File: src/rtl/i2c_arb_pkg.sv
// Shared types and defaults for the I2C burst arbiter.
// Build with I2C_ARB_TIMEOUT_EN defined to include the XFER watchdog.
package i2c_arb_pkg;

  typedef enum logic [2:0] {
    S_IDLE,
    S_GRANT,
    S_XFER,
    S_DONE,
    S_ABORT
  } state_e;

  localparam logic DIR_WR = 1'b0;
  localparam logic DIR_RD = 1'b1;

  localparam int BURST_LEN_DEF = 32;
  localparam int TIMEOUT_DEF   = 4096;

endpackage

File: src/rtl/i2c_ack_sync.sv
// Brings the engine acknowledge into clk and turns each rise into
// a single-cycle pulse.
module i2c_ack_sync (
  input  logic clk,
  input  logic rst_n,
  input  logic ack_i,
  output logic pulse_o
);

  logic s1_q, s2_q, s3_q;

  always_ff @(posedge clk or negedge rst_n) begin
    if (!rst_n) begin
      s1_q <= 1'b0;
      s2_q <= 1'b0;
      s3_q <= 1'b0;
    end else begin
      s1_q <= ack_i;
      s2_q <= s1_q;
      s3_q <= s2_q;
    end
  end

  assign pulse_o = s2_q & ~s3_q;

endmodule

File: src/rtl/i2c_burst_arbiter.sv
// Round-robin arbiter for two clients sharing one I2C byte engine.
// I2C_ARB_TIMEOUT_EN adds a watchdog that aborts a stalled burst.
module i2c_burst_arbiter
  import i2c_arb_pkg::*;
#(
  parameter int BURST_LEN = BURST_LEN_DEF,
  parameter int CNT_W     = 6,
  parameter int TIMEOUT   = TIMEOUT_DEF
) (
  input  logic       clk,
  input  logic       rst_n,
  input  logic [1:0] req,
  input  logic [1:0] dir,
  input  logic [7:0] wdata0,
  input  logic [7:0] wdata1,
  output logic [1:0] gnt,
  output logic       wr_pop,
  output logic [7:0] rd_data,
  output logic       rd_valid,
  output logic [1:0] done,
  output logic [1:0] err,
  output logic       eng_wr,
  output logic       eng_rd,
  output logic [7:0] eng_wdata,
  input  logic [7:0] eng_rdata,
  input  logic       eng_ack
);

  state_e state_q, state_d;
  logic owner_q, owner_d;
  logic last_q, last_d;
  logic dir_q, dir_d;
  logic [CNT_W-1:0] cnt_q, cnt_d;
  logic [7:0] wdat_q, wdat_d;
  logic [7:0] rdat_q, rdat_d;
  logic pop_q, pop_d;
  logic rdv_q, rdv_d;
  logic ack_p, wd_exp, win;
  logic [7:0] wsel;
  logic [1:0] own_oh;

  i2c_ack_sync u_sync (
    .clk     (clk),
    .rst_n   (rst_n),
    .ack_i   (eng_ack),
    .pulse_o (ack_p)
  );

  // Under contention the requester not served last wins.
  assign win    = (&req) ? ~last_q : req[1];
  assign wsel   = owner_q ? wdata1 : wdata0;
  assign own_oh = owner_q ? 2'b10 : 2'b01;

  always_comb begin
    state_d = state_q;
    owner_d = owner_q;
    last_d  = last_q;
    dir_d   = dir_q;
    cnt_d   = cnt_q;
    wdat_d  = wdat_q;
    rdat_d  = rdat_q;
    pop_d   = 1'b0;
    rdv_d   = 1'b0;
    unique case (state_q)
      S_IDLE: begin
        if (|req) begin
          owner_d = win;
          state_d = S_GRANT;
        end
      end
      S_GRANT: begin
        dir_d = dir[owner_q];
        cnt_d = '0;
        if (dir[owner_q] == DIR_WR) wdat_d = wsel;
        state_d = S_XFER;
      end
      S_XFER: begin
        if (pop_q) wdat_d = wsel;
        if (cnt_q == CNT_W'(BURST_LEN)) begin
          state_d = S_DONE;
        end else if (ack_p) begin
          cnt_d = cnt_q + 1'b1;
          if (dir_q == DIR_RD) begin
            rdat_d = eng_rdata;
            rdv_d  = 1'b1;
          end else begin
            pop_d = 1'b1;
          end
        end else if (wd_exp) begin
          state_d = S_ABORT;
        end
      end
      S_DONE, S_ABORT: begin
        last_d  = owner_q;
        state_d = S_IDLE;
      end
      default: state_d = S_IDLE;
    endcase
  end

  always_ff @(posedge clk or negedge rst_n) begin
    if (!rst_n) begin
      state_q <= S_IDLE;
      owner_q <= 1'b0;
      last_q  <= 1'b1;
      dir_q   <= DIR_WR;
      cnt_q   <= '0;
      wdat_q  <= '0;
      rdat_q  <= '0;
      pop_q   <= 1'b0;
      rdv_q   <= 1'b0;
    end else begin
      state_q <= state_d;
      owner_q <= owner_d;
      last_q  <= last_d;
      dir_q   <= dir_d;
      cnt_q   <= cnt_d;
      wdat_q  <= wdat_d;
      rdat_q  <= rdat_d;
      pop_q   <= pop_d;
      rdv_q   <= rdv_d;
    end
  end

`ifdef I2C_ARB_TIMEOUT_EN
  localparam int WD_W = $clog2(TIMEOUT) + 1;

  logic [WD_W-1:0] wd_q, wd_d;

  // Counts idle cycles in XFER; every ack pulse restarts it.
  always_comb begin
    wd_d = '0;
    if (state_q == S_XFER && !ack_p) wd_d = wd_q + 1'b1;
  end

  always_ff @(posedge clk or negedge rst_n) begin
    if (!rst_n) wd_q <= '0;
    else        wd_q <= wd_d;
  end

  assign wd_exp = (state_q == S_XFER) &&
                  (wd_q == WD_W'(TIMEOUT - 1));
  assign err    = (state_q == S_ABORT) ? own_oh : 2'b00;
`else
  assign wd_exp = 1'b0;
  assign err    = 2'b00;
`endif

  assign gnt       = (state_q == S_XFER) ? own_oh : 2'b00;
  assign eng_wr    = (state_q == S_XFER) && (dir_q == DIR_WR);
  assign eng_rd    = (state_q == S_XFER) && (dir_q == DIR_RD);
  assign done      = (state_q == S_DONE) ? own_oh : 2'b00;
  assign wr_pop    = pop_q;
  assign rd_valid  = rdv_q;
  assign rd_data   = rdat_q;
  assign eng_wdata = wdat_q;

endmodule

File: config.mk
export PLATFORM = sky130hd
export DESIGN_NAME = i2c_burst_arbiter
export DESIGN_NICKNAME = d
export VERILOG_FILES = /design/src/rtl/i2c_arb_pkg.sv /design/src/rtl/i2c_ack_sync.sv /design/src/rtl/i2c_burst_arbiter.sv
export SDC_FILE = /design/constraint.sdc
export NUM_CORES = 1
export LEC_CHECK = 0
export CORE_ASPECT_RATIO = 0.9
export CORE_UTILIZATION = 44
export CTS_BUF_LIST = sky130_fd_sc_hd__clkbuf_16
export DETAILED_ROUTE_END_ITERATION = 7
export GPL_ROUTABILITY_DRIVEN = 1
export HOLD_SLACK_MARGIN = 0.1
export PLACE_DENSITY = 0.83
export SYNTH_ARGS = -nofsm -noshare
export SYNTH_HDL_FRONTEND = slang
export SYNTH_HIERARCHICAL = 1
export SYNTH_SLANG_ARGS = --single-unit
File: constraint.sdc
create_clock -name clk -period 2.3 [get_ports clk]
set_input_delay 0.23 -clock clk [delete_from_list [all_inputs] [get_ports clk]]
set_output_delay 0.23 -clock clk [all_outputs]
set_load 0.1 [all_outputs]
# Word-level counts from Yosys, hierarchy flattened
# Index checks and enable logic that the tools add are counted.
word_totals:
  output_inout_bits: 26
  elab_cells: 66
  register_bits: 33
  in_bits: 31
classes:
  addsub: 1
  bitwise_logic: 5
  n_reduce_logical: 12
  n_mux: 24
  eq_ne: 11
  magnitude_cmp: 1
op_table:
  columns: ["operator", "count"]
  rows:
  - ["2-to-1 mux 8 bit", 3]
  - ["one-hot mux 8 bit (2 select lines)", 1]
  - ["2-to-1 mux 6 bit", 2]
  - ["inequality test 2 bit, second input constant", 6]
  - ["one-hot mux 6 bit (2 select lines)", 1]
  - ["2-to-1 mux 1 bit", 11]
  - ["one-hot mux 3 bit (3 select lines)", 1]
  - ["adder 6 x 1 -> 6 bit, second input constant", 1]
  - ["equality test 3 x 2 -> 1 bit, second input constant", 2]
  - ["equality test 6 bit, second input constant", 1]
  - ["2-to-1 mux 2 bit", 3]
  - ["2-to-1 mux 3 bit", 2]
  - ["AND reduction 2 bit", 3]
  - ["AND reduction 3 bit", 2]
  - ["inverter 1 bit", 4]
  - ["AND reduction 4 bit", 1]
  - ["OR reduction 2 bit", 2]
  - ["equality test 3 x 1 -> 1 bit, second input constant", 1]
  - ["equality test 3 bit, second input constant", 1]
  - ["zero test 3 bit", 1]
  - ["logical AND 1 bit", 2]
  - ["less-than comparator 1 x 2 -> 1 bit, second input constant", 1]
  - ["nonzero test 2 bit", 1]
  - ["AND 1 bit", 1]

# Longest topological paths before layout
depth:
  depth_word: 5
  mapped_depth: 7
  mapped_depth_nobuf: 5

# Hierarchy
# The synthesis kept the hierarchy.
by_module_without_submodules:
  columns: ["mod", "seq_area_each_um2", "n_inst", "area_per_inst_um2", "cells_each"]
  rows:
  - ["i2c_burst_arbiter", 726.9, 1, 1492.7, 121]
  - ["i2c_ack_sync", 75.1, 1, 88.8, 4]

# Worst setup path after synthesis
# OpenSTA, ideal clock, no wires.
synth_path:
  path_type: "reg-to-output"
  startpoint: "reg state_q[0]"
  endpoint: "out eng_wr"
  t_arrival_ns: 2.507
  path_stages_with_launch: 6
  path_buffers: 2
  required_ns: 2.070
  path_slack_ns: -0.437
  cell_sequence: "dfrtp_1 -> inv_1 -> ha_1 -> clkbuf_1 -> clkbuf_1 -> nor2b_1"
synth_between:
  elab_chain_cells: 2
synth_lines:
  columns: ["element", "line", "rtl"]
  rows:
  - ["start, declared", "i2c_burst_arbiter.sv:29", "state_e state_q, state_d;"]
  - ["start signal, assigned", "i2c_burst_arbiter.sv:113", "state_q <= state_d;"]
  - ["equality test 3 x 2 -> 1 bit", "i2c_burst_arbiter.sv:150", "assign eng_wr = (state_q == S_XFER) && (dir_q == DIR_WR);"]
  - ["logical AND 1 bit", "i2c_burst_arbiter.sv:150", null]
  - ["end, declared", "i2c_burst_arbiter.sv:22", "output logic eng_wr,"]
# No other way between the ends.

# Worst setup path after layout
# Same ends and word-level chain as after synthesis.

==> results_dict.tcl <==
set metrics [dict create \
    outcome "finished, final reports clean" \
    crit_chain "inv_1, ha_1, buf_4, nor2b_2, buf_12" \
    ant_nets 0 \
    drt_iter0_drc 32 \
    io_pins 57 \
    fmax_ghz 0.519 \
    initial_core_util_pct 46.5 \
    cts_root_buffer "clkbuf_16" \
    critical_path_required_ps 2070 \
    cts_tree "built" \
    wl_per_cell_microns 13.6 \
    cp-start-kind "flop" \
    antenna_found_initial 0 \
    hold_viol 0 \
    cts_sinks 32 \
    slowest_delay_ps 410 \
    slew_violations 0 \
    mostFrequentLayoutCell "dfrtp_1" \
    setup_viol 0 \
    clock_path_buffers 2 \
    fin_setup_tns_ps 0 \
    clkLatencyLatePin_ps 280 \
    synth.avg_cell_area_sq_um 12.7 \
    grt_use_total_pct 17.2 \
    num_vias 1155 \
    fillers 249 \
    port_buffers 54 \
    cts_setup_buffers 0 \
    nets 218 \
    drive_gt1_share_pct 36.5 \
    detail_route.wirelength_microns 3060 \
    clock_skew_ps 2.28 \
    hold_buffers 0 \
    mostFrequentLayoutCells "31 x dfrtp_1, 30 x clkdlybuf4s50_1, 26 x mux2_2" \
    drt_pass1_iterations 4 \
    seq_area_frac_synth_pct 50.7 \
    multi_input_area_sq_um 712 \
    area_growth_pct 44.3 \
    ys_warn_count 6 \
    endpoint_kind "primary output" \
    fin_crit_ps 1930 \
    grt_max_degree 33 \
    yosysTopAreaCell "dfrtp_1" \
    min_period_over_period_pct 83.9 \
    path_clk_slew_ps 50 \
    hold_path_class "flop to flop" \
    ys_ff_latch 32 \
    grt_pass1_wl_microns 4860 \
    viasPerCell 5.13 \
    cp_data_arrival_time_ps 1700 \
    die_area_sq_mm 0.00384 \
    core-area_sq_mm 0.00340 \
    post_cts_resized 0 \
    slowest_stage "dfrtp_1" \
    worstPathMaxFanout 10 \
    preCtsSetupSlack_ps 380 \
    seqCellArea_sq_um 802 \
    synthDistinctLibCells 35 \
    gr-total-overflow 0 \
    antenna_cells 0 \
    synthCells 125 \
    synth_area_leaders "dfrtp_1 49%, mux2_2 19%, ha_1 4.7%" \
    rsz0062_at_grt "no" \
    die_w_microns 65.2 \
    grt_pass1_vias 1112 \
    die_h_microns 58.9 \
    critPathKind "flop to primary output" \
    drv_cap 0 \
    syn_area_sq_mm 0.00158 \
    dp_hpwl_microns 2280 \
    setup_ws_ps 371 \
    drc 0 \
    numCtsBuffers 5 \
    fp-row-count 20 \
    place_congestion 0.783 \
    yosysTopAreaCellShare_pct 49.1 \
    cts_max_level 2 \
]
## worst max-delay path: cells and delay by family, from the launching register on
family        cells  cell delay (ps)
flops             1              410
simple gates      1              200
buf+inv           3              510
fa+ha+maj         1              310
## path summary, 6_finish.rpt
path | startpoint | to | slack, ps | depth (start not counted)
setup / recovery | state_q[0] | eng_wr | 370 | 5
hold / removal | u_sync/s1_q | u_sync/s2_q | 350 | 0
setup reg to reg | state_q[0] | rd_data[3] | 390 | 5
hold reg to reg | u_sync/s1_q | u_sync/s2_q | 350 | 0
max in group asynchronous | rst_n | last_q | 1620 | 2
min in group asynchronous | rst_n | cnt_q[5] | 360 | 2
## state kept, by name (all words and copies together), names as in the netlist
name and count:
u_sync/s2_q 1, dir_q 1, state_q 2, cnt_q 6
wr_pop 1, eng_wdata 8, owner_q 1, u_sync/s1_q 1
u_sync/s3_q 1, rd_data 8, last_q 1, rd_valid 1
## synth_stat cells (all sizes together)
cell / count
a32o: 1
o21ai: 1
nand2: 5
a221oi: 2
clkbuf: 5
nand3b: 1
nor2b: 5
and3: 1
mux2: 27
dfrtp: 31
dfstp: 1
o31a: 1
a22o: 2
o22a: 1
or4b: 1
and2: 3
xnor2: 2
mux2i: 3
nand2b: 1
conb: 1
o21a: 1
nand3: 5
o311a: 1
nand4: 2
nor2: 2
buf: 4
inv: 7
ha: 6
o211ai: 1
o21bai: 1
## logic make-up (layout without fill, tap and decap cells)
logic type	after synthesis	in the layout	share of synthesized area (%)
other	1	2	0.237
DFF	32	32	50.7
AOI/OAI and AO/OA	12	12	7.44
xor gates and xnor gates	2	2	1.11
muxes	30	30	21.4
adders and majority gates	6	6	4.75
and+or+nand+nor	26	26	9.57
buffers and inverters	16	71	4.83
## routing by layer
metal / track usage (%) / part of all wire [%] / vias to the layer above
li1: - / - / 548
met1: 19.3 / 43 / 557
met2: 29.5 / 48 / 45
met3: 5.23 / 6.8 / 5
met4: 9.01 / 2.0 / 0
met5: 0 / 0 / -
## area by class of cell
cell class              instances  area share [%]
inverters                       7            1.15
clock inverters                 2           0.384
clock buffers                   5            5.48
repair buffers                 57            24.2
flip-flops and latches         32            35.1
multi-input cells              78            31.2
well taps                      44            2.41
## through the flow
step / instances / util (%) / hold WS, ps / area (sq um)
finish: 225 / 67.1 / 345 / 2280
global route: 225 / 67.1 / 357 / 2280
CTS: 225 / 67.1 / 346 / 2280
detailed placement: 218 / 63.1 / 335 / 2150
global placement: 218 / 63.1 / 340 / 2150
floorplan: 126 / - / -65.6 / 1590
Power is not shown: default switching activity piles up to over one toggle a cycle in this logic, so the estimate is an artifact.
